===== src/rtl/irq_controller_pkg.sv =====
// Shared definitions for the interrupt controller: register map, source
// limit, the interrupt level type and a byte-strobe helper.
package irq_controller_pkg;

    localparam int MAX_SRC = 16;
    localparam int LEVEL_W = 3;

    typedef logic [LEVEL_W-1:0] level_t;
    typedef logic [2:0]         reg_addr_t;

    localparam reg_addr_t REG_PENDING  = 3'd0;
    localparam reg_addr_t REG_ENABLE   = 3'd1;
    localparam reg_addr_t REG_MODE     = 3'd2;
    localparam reg_addr_t REG_POLARITY = 3'd3;
    localparam reg_addr_t REG_LEVEL0   = 3'd4;
    localparam reg_addr_t REG_LEVEL1   = 3'd5;
    localparam reg_addr_t REG_LEVEL2   = 3'd6;
    localparam reg_addr_t REG_LEVEL3   = 3'd7;

    // Expand the two byte strobes into a 16-bit per-bit write mask.
    function automatic logic [15:0] byte_mask(input logic [1:0] strobe);
        return {{8{strobe[1]}}, {8{strobe[0]}}};
    endfunction

endpackage


===== src/rtl/irq_sync.sv =====
// Reset-clearable synchroniser for one asynchronous request line.
// STAGES = 0 bypasses the chain entirely.
module irq_sync #(
    parameter int STAGES = 2
) (
    input  logic clk,
    input  logic reset,
    input  logic d,
    output logic q
);

    generate
        if (STAGES == 0) begin : g_bypass
            logic unused_clk;
            assign unused_clk = clk ^ reset;
            assign q = d;
        end else begin : g_chain
            logic [STAGES-1:0] ff;

            // Shift the raw input through the flop chain.
            always_ff @(posedge clk or posedge reset) begin
                if (reset) begin
                    ff <= '0;
                end else begin
                    // NOTE: non-blocking, so every stage takes its
                    // neighbour's value from before this edge.
                    ff[0] <= d;
                    for (int k = 1; k < STAGES; k++) begin
                        ff[k] <= ff[k-1];
                    end
                end
            end

            assign q = ff[STAGES-1];
        end
    endgenerate

endmodule


===== src/rtl/irq_controller.sv =====
// Prioritised interrupt controller: per-source synchroniser, polarity,
// edge/level capture, enable mask and 3-bit level, registered CPU level
// output and acknowledge-driven clearing of edge requests.
module irq_controller
    import irq_controller_pkg::*;
#(
    parameter int NUM_SRC     = 3,
    parameter int SYNC_STAGES = 2
) (
    input  logic               clk,
    input  logic               reset,
    input  logic [NUM_SRC-1:0] src,
    input  logic [1:0]         wr,
    input  logic [2:0]         address,
    input  logic [15:0]        din,
    output logic [15:0]        dout,
    input  logic               iack,
    input  logic [2:0]         iack_level,
    output logic [2:0]         ipl
);

    logic [NUM_SRC-1:0] sync_q;
    logic [NUM_SRC-1:0] s;
    logic [NUM_SRC-1:0] prev_s;
    logic [NUM_SRC-1:0] rise;
    logic [NUM_SRC-1:0] pending;
    logic [NUM_SRC-1:0] enable;
    logic [NUM_SRC-1:0] mode;
    logic [NUM_SRC-1:0] polarity;
    logic [NUM_SRC-1:0] eligible;
    logic [NUM_SRC-1:0] w1c;
    logic [NUM_SRC-1:0] iack_clr;
    logic [NUM_SRC-1:0] wm;
    logic [NUM_SRC-1:0] wdata;
    logic [15:0]        wmask;
    level_t             lvl [NUM_SRC];
    level_t             max_lvl;

    // Nibble bit 3 and data above NUM_SRC have no storage behind them.
    logic unused_bits;
    assign unused_bits = ^{din, wmask};

    // ------------------------------------------------------------------
    // Request conditioning
    // ------------------------------------------------------------------
    for (genvar i = 0; i < NUM_SRC; i++) begin : g_sync
        irq_sync #(
            .STAGES(SYNC_STAGES)
        ) u_sync (
            .clk  (clk),
            .reset(reset),
            .d    (src[i]),
            .q    (sync_q[i])
        );
    end

    assign s     = sync_q ^ polarity;
    assign rise  = s & ~prev_s;

    // ------------------------------------------------------------------
    // Register write decode
    // ------------------------------------------------------------------
    assign wmask = byte_mask(wr);
    assign wm    = wmask[NUM_SRC-1:0];
    assign wdata = din[NUM_SRC-1:0] & wm;
    assign w1c   = (address == REG_PENDING) ? wdata : '0;

    // Configuration registers: ENABLE, MODE, POLARITY and LEVEL fields.
    always_ff @(posedge clk or posedge reset) begin
        if (reset) begin
            enable   <= '0;
            mode     <= '0;
            polarity <= '0;
            // NOTE: the LEVEL fields are plain flops, not RAM, so they are
            // cleared by reset exactly like the bit registers.
            for (int i = 0; i < NUM_SRC; i++) begin
                lvl[i] <= '0;
            end
        end else begin
            if (address == REG_ENABLE) begin
                enable <= (enable & ~wm) | wdata;
            end
            if (address == REG_MODE) begin
                mode <= (mode & ~wm) | wdata;
            end
            if (address == REG_POLARITY) begin
                polarity <= (polarity & ~wm) | wdata;
            end
            for (int i = 0; i < NUM_SRC; i++) begin
                if ((address == 3'(int'(REG_LEVEL0) + i / 4)) && wr[(i % 4) / 2]) begin
                    lvl[i] <= din[4*(i % 4) +: LEVEL_W];
                end
            end
        end
    end

    // ------------------------------------------------------------------
    // Eligibility, acknowledge target and highest requested level
    // ------------------------------------------------------------------

    // A source competes only when pending, enabled and given a level.
    always_comb begin
        // NOTE: every output gets a default first so no path leaves it
        // unassigned and no latch is inferred.
        eligible = '0;
        for (int i = 0; i < NUM_SRC; i++) begin
            eligible[i] = pending[i] & enable[i] & (lvl[i] != '0);
        end
    end

    // Pick the lowest-indexed eligible edge source at the acknowledged level.
    always_comb begin
        logic found;
        found    = 1'b0;
        iack_clr = '0;
        for (int i = 0; i < NUM_SRC; i++) begin
            if (!found && iack && eligible[i] && !mode[i] && (lvl[i] == iack_level)) begin
                iack_clr[i] = 1'b1;
                found       = 1'b1;
            end
        end
    end

    // Maximum level among eligible sources; zero when nothing competes.
    always_comb begin
        max_lvl = '0;
        for (int i = 0; i < NUM_SRC; i++) begin
            if (eligible[i] && (lvl[i] > max_lvl)) begin
                max_lvl = lvl[i];
            end
        end
    end

    // ------------------------------------------------------------------
    // State
    // ------------------------------------------------------------------

    // Edge history and PENDING: level sources track s, edge sources latch
    // rising edges and a new edge beats a same-cycle clear.
    always_ff @(posedge clk or posedge reset) begin
        if (reset) begin
            prev_s  <= '0;
            pending <= '0;
        end else begin
            prev_s  <= s;
            pending <= (mode & s) | (~mode & (rise | (pending & ~w1c & ~iack_clr)));
        end
    end

    // Registered CPU request level.
    always_ff @(posedge clk or posedge reset) begin
        if (reset) begin
            ipl <= '0;
        end else begin
            ipl <= max_lvl;
        end
    end

    // ------------------------------------------------------------------
    // Read mux
    // ------------------------------------------------------------------

    // Combinational read of the addressed register, absent bits as zero.
    always_comb begin
        dout = '0;
        case (address)
            REG_PENDING:  dout[NUM_SRC-1:0] = pending;
            REG_ENABLE:   dout[NUM_SRC-1:0] = enable;
            REG_MODE:     dout[NUM_SRC-1:0] = mode;
            REG_POLARITY: dout[NUM_SRC-1:0] = polarity;
            default: begin
                for (int i = 0; i < NUM_SRC; i++) begin
                    if (address == 3'(int'(REG_LEVEL0) + i / 4)) begin
                        dout[4*(i % 4) +: LEVEL_W] = lvl[i];
                    end
                end
            end
        endcase
    end

endmodule


===== config.mk =====
export PLATFORM = sky130hd
export DESIGN_NAME = irq_controller
export DESIGN_NICKNAME = d
export VERILOG_FILES = /design/src/rtl/irq_controller_pkg.sv /design/src/rtl/irq_sync.sv /design/src/rtl/irq_controller.sv
export SDC_FILE = /design/constraint.sdc
export NUM_CORES = 1
export LEC_CHECK = 0
export CORE_UTILIZATION = 45
export DETAILED_ROUTE_END_ITERATION = 12
export GPL_TIMING_DRIVEN = 0
export PLACE_DENSITY = 0.87
export SYNTH_ARGS = -nofsm -noshare
export SYNTH_HDL_FRONTEND = slang
export SYNTH_SLANG_ARGS = --single-unit

===== constraint.sdc =====
create_clock -name clk -period 3.7 [get_ports clk]
set_input_delay 0.74 -clock clk [delete_from_list [all_inputs] [get_ports clk]]
set_output_delay 0.74 -clock clk [all_outputs]
set_load 0.02 [all_outputs]

After elaboration in Yosys (flattened, before gate mapping)
Cells that the tools add are included.

operators by class
  add/subtract/negate cells = 0
  bitwise gates (word level) = 26
  reduce and logical (&&, ||, !) cells = 26
  multipliers = 0
  shifts and indexed selects = 0
  magnitude comparators = 3
  equal/unequal tests = 7
  mux-type cells = 14
  divide/modulo/power cells = 0

operators by type and width
  kind                number
  $and 3x3->3         9
  $mux 3              9
  $logic_and 1x1->1   16
  $not 3->3           5
  $or 3x3->3          5
  $pmux 3 s4          1
  $eq 3x3->1          3
  $reduce_bool 3->1   3
  $and 1x1->1         6
  $eq 3x2->1 const B  2
  $gt 3x3->1          2
  $logic_not 1->1     5
  $mux 1              4
  $reduce_or 4->1     1
  $eq 3x1->1 const B  1
  $eq 3x3->1 const B  1
  $gt 3x1->1 const B  1
  $logic_not 3->1     1
  $xor 3x3->3         1

storage, ports and cells
  memories = 0
  bits of input ports = 30
  output and inout bits = 19
  bits in read-only memories = 0
  register bits = 33
  logic and storage cells = 88
  latch bits = 0
  memory bits (writable) = 0

Logic depth before layout (Yosys ltp)
Gate-level depths: netlist (run 1).

  depth in word-level cells = 23
  depth in mapped cells = 12
  mapped depth without buffers = 12

Cells and area by module
Synthesis (run 1) repeated with hierarchy kept, for this count alone.

unflattened totals
  cell total of the unflattened synthesis = 168
  area total of the unflattened synthesis = 1835.5 µm²

modules (own cells, without submodules)
  module          sequential area each (µm²)  instances  area each (µm²)  cells each
  irq_controller  675.6                       1          1674.1           159
  irq_sync        50.0                        3          53.8             3

Least setup slack after synthesis (run 1)
No wires, ideal clock.

  path type = register to register
  start point = register lvl[7] (netlist bit)
  end point = register ipl[0]
  setup time = 125 ps
  clock period less this slack = 2788 ps
  path buffers = 0
  cell stages (with the launch flop) = 13
  setup slack = 912 ps
  data required time = 3575 ps
  arrival time = 2663 ps
  path through = dfrtp_1 -> nand3_1 -> ha_1 -> nor2b_1 -> o21ai_1 -> a21oi_2 -> mux2i_1 -> inv_1 -> ha_1 -> a21o_1 -> a21oi_1 -> a311oi_1 -> mux2_2

between the ends
  word-level cells in the longest chain between the ends = 10
  elaborated cells between the ends (all ways) = 11
  those cells by class = 3 x order compare; 3 x mux; 1 x bitwise; 4 x reduce/logical

ends and longest elaborated chain
  item                                                                line                   RTL
  start, declared                                                     irq_controller.sv:36   level_t lvl [NUM_SRC];
  start signal, assigned by index                                     irq_controller.sv:91   lvl[i] <= din[4*(i % 4) +: LEVEL_W];
  parallel branches: the longest is 3 deep, another holds $gt 3x1->1  --
  $mux 3 *                                                            irq_controller.sv:128  if (eligible[i] && (lvl[i] > max_lvl)) begin
  $gt 3x3->1                                                          irq_controller.sv:128
  $logic_and 1x1->1                                                   irq_controller.sv:128
  $mux 3 *                                                            irq_controller.sv:128
  $gt 3x3->1                                                          irq_controller.sv:128
  $logic_and 1x1->1                                                   irq_controller.sv:128
  $mux 3 *                                                            irq_controller.sv:128
  named net max_lvl[0]                                                irq_controller.sv:37   level_t max_lvl;
  end signal, assigned                                                irq_controller.sv:155  ipl <= max_lvl;
  end, declared                                                       irq_controller.sv:19   output logic [2:0] ipl

Mark *: on every way through the listed nets, which the timed path passes.
A chain may end at the register's enable or synchronous reset.

Final worst setup path (run 1)
  start point = input address[0]
  end point = output dout[0]

between the ends
  word-level cells in the longest chain between the ends = 3
  elaborated cells between the ends (all ways) = 7
  those cells by class = 4 x eq/ne; 2 x mux; 1 x reduce/logical

ends and longest elaborated chain
  item             line                   RTL
  start, declared  irq_controller.sv:14   input logic [2:0] address,
  $eq 3x3->1       irq_controller.sv:173  if (address == 3'(int'(REG_LEVEL0) + i / 4)) begin
  $mux 3           irq_controller.sv:173
  $pmux 3 s4 *     irq_controller.sv:166  case (address)
  end, declared    irq_controller.sv:16   output logic [15:0] dout,

Every way passes the cells marked *; elsewhere a longest branch is shown, timed or not.

==> metrics, run 1 <==
total CTS buffers=5; P_int=just under 0.0008 W; Antenna Cells=0; # rows=22; first-pass GRT wire length=6330 um; Synth Flop Type=dfrtp_1; root buf cell=clkbuf_8; Syn Std Cell Area=roughly 1800 sq um; switch share=0.342; CTS tree=done; hold_ws=between 0.3 and 0.4 ns; Final #Nets=between 200 and 300; EDFF count, synth=0; yosys warns=0; clock share of power=0.225; CP endpoint kind=primary output; switching power total=0.000401 W; unrepaired setup endpoints after global routing=no; Die Y-Extent=around 65 um; GRT Max-Usage Layer=met2; initial core utilization=0.480; post-route ant nets=0; setup repair bufs after CTS=0; cts-stage hold buffer count=0; Adder-Cell Fraction of Synth Area=0.0418; Comb pwr share=0.329; DP HPWL=approximately 2900 um; post-synthesis mux area share=0.138; Startpoint Class=primary input; Die W=~65 um; Final min period=about 3.5 ns; final hold viol count=0; met3 Use GR=0.0625; syn avg cell area=about 11 sq um; design area=about 2300 sq um; Max Slew Vio Count=0; Setup Crit Path Kind=in -> out; Worst-Skew Late Latency=slightly below 0.3 ns; share of the clock period used by the worst path=0.936; Iteration-0 DRC Markers=38; sequential fraction of the synthesis area=0.460; post-synthesis compound-gate area fraction=0.119; WL/cell=14.4 um; detailed-route via count=around 1400; H-tree depth=2; via/cell ratio=between 5 and 6; Worst Setup Slack, final=approximately 0.24 ns; status=finished clean; Setup TNS Final=0 ns; Global Route met2 Usage=0.317; vias in the first global route=roughly 1300; Hold Crit Class=reg -> reg; Max VDD drop=roughly 0.00028 V; clock skew=about 0.006 ns; Pleak=about 1.0 nW; initial antenna violation count=0; maximum clock rate=just under 300 MHz; Routed WL=~3800 um; most frequent cells in the layout=dfrtp_1, clkdlybuf4s50_1, mux2_1; Worst Path Max Fanout=10; largest family of logic cells by synthesized area=multiplexers; Post-Syn Instances=168; layout cells sized above 1=0.106; arrival time worst endpoint=2.72 ns; #FFs+latches synth=33; Yosys cell types=39; Residual DRC=0; routability cong.=between 0.9 and 1; IO Count=49; utilization after layout=0.620; Setup Slack @ Placement=0.267 ns; post_cts resized=0; async set-or-reset flop fraction in the synthesized netlist=1.00; simple-gate area share of the yosys netlist=0.117; post-synthesis xor/xnor area fraction=0.0585; grt total ovfl=0; core footprint=approximately 3700 sq um; clock buffer depth=2; PortBufs=33; CTS sink count=33; CTS clk-pin slew, worst paths=about 0.060 ns; largest net degree at the start of global routing=34; R2R Setup Slk=between 0.4 and 0.5 ns; endpoints failing setup=0; met1 Track Usage GR=0.261; 1st-pass router iterations=4; global-route usage over all layers=0.204; Slew @ Worst Pin=0.659 ns; Seq pwr share=0.446; Layout fillers=~340; Max Cap Viol=0; Pwr per Cell Area=505 nW/um^2; worst slew margin relative to its limit=0.558; Layout area overhead=29.3%; Area after DPL=around 2200 sq um; worst endpoint required time=around 3 ns; Die ar.=4250 sq um
through the flow:
stage          power [W]  std cells
2_1_floorplan   0.000769        174
3_3_place_gp    0.000893        255
3_5_place_dp    0.000911        255
4_1_cts          0.00118        263
5_1_grt          0.00126        264
6_report         0.00117        264
critical path, stage by stage:
cell             delay [ns]
clkdlybuf4s50_1        0.53
nor2_1                 0.56
a22oi_1                0.15
o21ai_1                0.12
clkdlybuf4s50_1        0.62
path summary, 6_finish.rpt:
kind | from | to | depth (start not counted)
setup / recovery | address[0] | dout[0] | 5
hold / removal | g_sync[2].u_sync.g_chain.ff[0] | g_sync[2].u_sync.g_chain.ff[1] | 0
setup reg to reg | flop | ipl[1] | 12
hold reg to reg | g_sync[2].u_sync.g_chain.ff[0] | g_sync[2].u_sync.g_chain.ff[1] | 0
max in group asynchronous | reset | g_sync[2].u_sync.g_chain.ff[1] | 3
min in group asynchronous | reset | g_sync[0].u_sync.g_chain.ff[1] | 2
cells in the mapped netlist (2+ instances only):
| master | instances | share of area |
|---|---|---|
| inv_1 | 13 | 0.027 |
| nor3_1 | 2 | 0.0056 |
| nand2_1 | 11 | 0.023 |
| buf_4 | 7 | 0.029 |
| ha_1 | 6 | 0.042 |
| a22oi_1 | 5 | 0.021 |
| nand3_1 | 3 | 0.0084 |
| and3_1 | 9 | 0.031 |
| dfrtp_1 | 33 | 0.46 |
| nor2b_1 | 5 | 0.017 |
| clkbuf_1 | 2 | 0.0042 |
| xor2_1 | 12 | 0.059 |
| mux2_1 | 15 | 0.094 |
| o21ai_1 | 8 | 0.022 |
| o21ai_0 | 3 | 0.0084 |
| mux2i_1 | 3 | 0.017 |
| mux2_2 | 3 | 0.019 |
| nor2_1 | 3 | 0.0063 |
| a21oi_1 | 3 | 0.0084 |
| nand4_1 | 2 | 0.0070 |
| nand2b_1 | 2 | 0.0070 |
layer usage:
layer,part of all wire,up-vias
li1,-,671
met1,0.46,655
met2,0.47,43
met3,0.055,9
met4,0.020,0
met5,0,-
power by group through the flow:
stage	Sequential (W)	Combinational [W]	Clock, W
3_3_place_gp	0.000526	0.000368	0
6_report	0.000523	0.000387	0.000264
4_1_cts	0.000521	0.000385	0.000270
5_1_grt	0.000533	0.000431	0.000292
2_1_floorplan	0.000524	0.000246	0
3_5_place_dp	0.000529	0.000382	0
logic make-up (layout without fill, tap and decap cells):
| group | count (synthesis) | after routing |
|---|---|---|
| AO/OA/AOI/OAI | 31 | 31 |
| XOR/XNOR | 12 | 12 |
| adder cells (fa/ha/maj) | 6 | 6 |
| buffers and inverters | 23 | 65 |
| flip-flops | 33 | 33 |
| multiplexers | 22 | 22 |
| other | 1 | 7 |
| AND/OR/NAND/NOR | 40 | 40 |
layout make-up:
class | count | area (sq um) | share of cell area
Inverter | 13 | 48.8 | 0.0210
Buffer | 10 | 65.1 | 0.0280
Tap cell | 48 | 60.1 | 0.0259
Timing Repair Buffer | 34 | 358 | 0.154
Clock buffer | 5 | 68.8 | 0.0296
Clock inverter | 3 | 17.5 | 0.00754
Sequential cell | 33 | 826 | 0.356
Multi-Input combinational cell | 118 | 878 | 0.378
Note: power is estimated with default switching activity, not from simulation.
==> run 2: changes to the inputs <==
- CAP_MARGIN: default -> 10
- MAX_ROUTING_LAYER: default -> met4
==> run 2 against run 1 <==
Clock skew increased by 0.0013 ns. Sequential share of layout area increased by 0.43 points. Highest routed layer unchanged. Core utilization decreased by 0.74 points. Largest power group unchanged. Count of clock-buffer cells in the layout unchanged. Maximum frequency decreased by 0.84%. Total power increased by 0.16%. Non-clock buffer count decreased by 1. Cell count decreased by 0.38%. Largest cell class unchanged. Clock power about the same.
==> metrics, run 2 (same netlist as run 1, synthesis figures left out) <==
Setup Crit Path Kind=in -> out; H-tree depth=2 (unchanged); Routed WL=3900 um (+2.8%); largest net degree at the start of global routing=34 (unchanged); Layout fillers=339 (+0.30%); Setup TNS Final=0 ns (unchanged); final hold viol count=0 (unchanged); endpoints failing setup=0 (unchanged); first-pass GRT wire length=6620 um (+4.6%); layout cells sized above 1=0.107 (+0.000495); Final min period=3.49 ns (+0.0293 ns); PortBufs=33 (unchanged); Setup Slack @ Placement=0.216 ns (-0.0510 ns); Final #Nets=250 (-0.40%); root buf cell=clkbuf_8; global-route usage over all layers=0.217 (+0.0123); arrival time worst endpoint=2.75 ns (+0.03 ns); post_cts resized=0 (unchanged); via/cell ratio=5.33 (+2.2%); CP endpoint kind=primary output; Hold Crit Class=reg -> reg; # rows=22 (unchanged); clock skew=0.00727 ns (+0.00134 ns); Iteration-0 DRC Markers=53 (+39%); Worst Setup Slack, final=0.206 ns (-0.0293 ns); post-route ant nets=0 (unchanged); Die ar.=4250 sq um (unchanged); area of the multi-input gates=878 sq um (unchanged); Max Slew Vio Count=0 (unchanged); CTS tree=done; area taken by flip-flops and latches=826 sq um (unchanged); initial antenna violation count=0 (unchanged); CTS sink count=33 (unchanged); DP HPWL=2880 um (+0.89%); Residual DRC=0 (unchanged); detailed-route via count=1403 (+1.8%); Antenna Cells=0 (unchanged); Max VDD drop=0.000273 V (-1.6%); grt total ovfl=0 (unchanged); core footprint=3740 sq um (unchanged); Die W=65.2 um (unchanged); most frequent cells in the layout=dfrtp_1, clkdlybuf4s50_1, mux2_1; initial core utilization=0.480 (unchanged); Pwr per Cell Area=512 nW/um^2 (+1.4%); Startpoint Class=primary input; cts-stage hold buffer count=0 (unchanged); IO Count=49 (unchanged); Die Y-Extent=65.2 um (unchanged); Pleak=1.03 nW (-0.96%); clock buffer depth=2 (unchanged); Max Cap Viol=0 (unchanged); Layout area overhead=27.8%; Slew @ Worst Pin=0.679 ns (+0.0200 ns); vias in the first global route=1404 (+5.5%); total CTS buffers=5 (unchanged); 1st-pass router iterations=5 (+1); worst endpoint required time=2.96 ns (about the same); unrepaired setup endpoints after global routing=no; Worst Path Max Fanout=10 (unchanged); worst slew margin relative to its limit=0.546 (-0.0113); WL/cell=14.8 um (+3.2%); share of the clock period used by the worst path=0.944 (+0.00793); maximum clock rate=286 MHz (-0.84%); Worst-Skew Late Latency=0.29 ns (about the same); setup repair bufs after CTS=0 (unchanged); routability cong.=0.955 (+2.2%); status=finished clean; CTS clk-pin slew, worst paths=0.07 ns (about the same)
==> run 2: cell count changes in the layout (fill, tap and decap cells not counted) <==
cell	change
buf_16	-1
clkinv_1	-1
inv_2	+1
==> run 2: cell type report <==
type | count | area share
multi-input combinational | 118 | 0.383
sequential | 33 | 0.360
timing repair buffer | 33 | 0.144
clock buffer | 5 | 0.0300
buffer | 10 | 0.0284
tap | 48 | 0.0262
inverter | 13 | 0.0213
clock inverter | 3 | 0.00763
==> run 2: stage by stage <==
| stage | utilization | power (W) | cells | area (sq um) | hold WS [ns] |
|---|---|---|---|---|---|
| 6_report | 0.613 | 0.00118 | 263 | 2290 | 0.352 |
| 5_1_grt | 0.613 | 0.00125 | 263 | 2290 | 0.361 |
| 4_1_cts | 0.613 | 0.00118 | 263 | 2290 | 0.358 |
| 3_5_place_dp | 0.590 | 0.000912 | 255 | 2210 | 0.341 |
| 3_3_place_gp | 0.590 | 0.000893 | 255 | 2210 | 0.332 |
| 2_1_floorplan | - | 0.000769 | 174 | 1820 | 0.331 |
==> run 2: path summary, 6_finish.rpt <==
| check | from | to | slack [ns] | depth (start not counted) |
|---|---|---|---|---|
| min reg2reg | g_sync[1].u_sync.g_chain.ff[0] | g_sync[1].u_sync.g_chain.ff[1] | 0.35 | 0 |
| max in group asynchronous | reset | lvl[5] | 2.39 | 2 |
| min in group asynchronous | reset | lvl[7] | 0.87 | 2 |
| max reg2reg | lvl[7] | ipl[1] | 0.46 | 12 |
| max | address[1] | dout[1] | 0.21 | 5 |
| min | g_sync[1].u_sync.g_chain.ff[0] | g_sync[1].u_sync.g_chain.ff[1] | 0.35 | 0 |
==> run 2: critical path, cell delays in order <==
cell and delay, ns:
clkdlybuf4s50_1 0.53, nor2_1 0.58, a22oi_1 0.15, o21ai_1 0.13
clkdlybuf4s50_1 0.62
==> run 2: power by group <==
group	internal (W)	switching, W	leakage (nW)
sequential	0.000444	0.0000799	0.396
clock	0.000130	0.000137	0.0439
combinational	0.000196	0.000189	0.592
==> run 2: routing by layer <==
layer | GRT usage | share of wire | vias up
li1 | - | - | 666
met1 | 0.262 | 0.44 | 684
met2 | 0.339 | 0.48 | 47
met3 | 0.0590 | 0.057 | 6
met4 | 0.0951 | 0.016 | 0
met5 | - | 0 | -
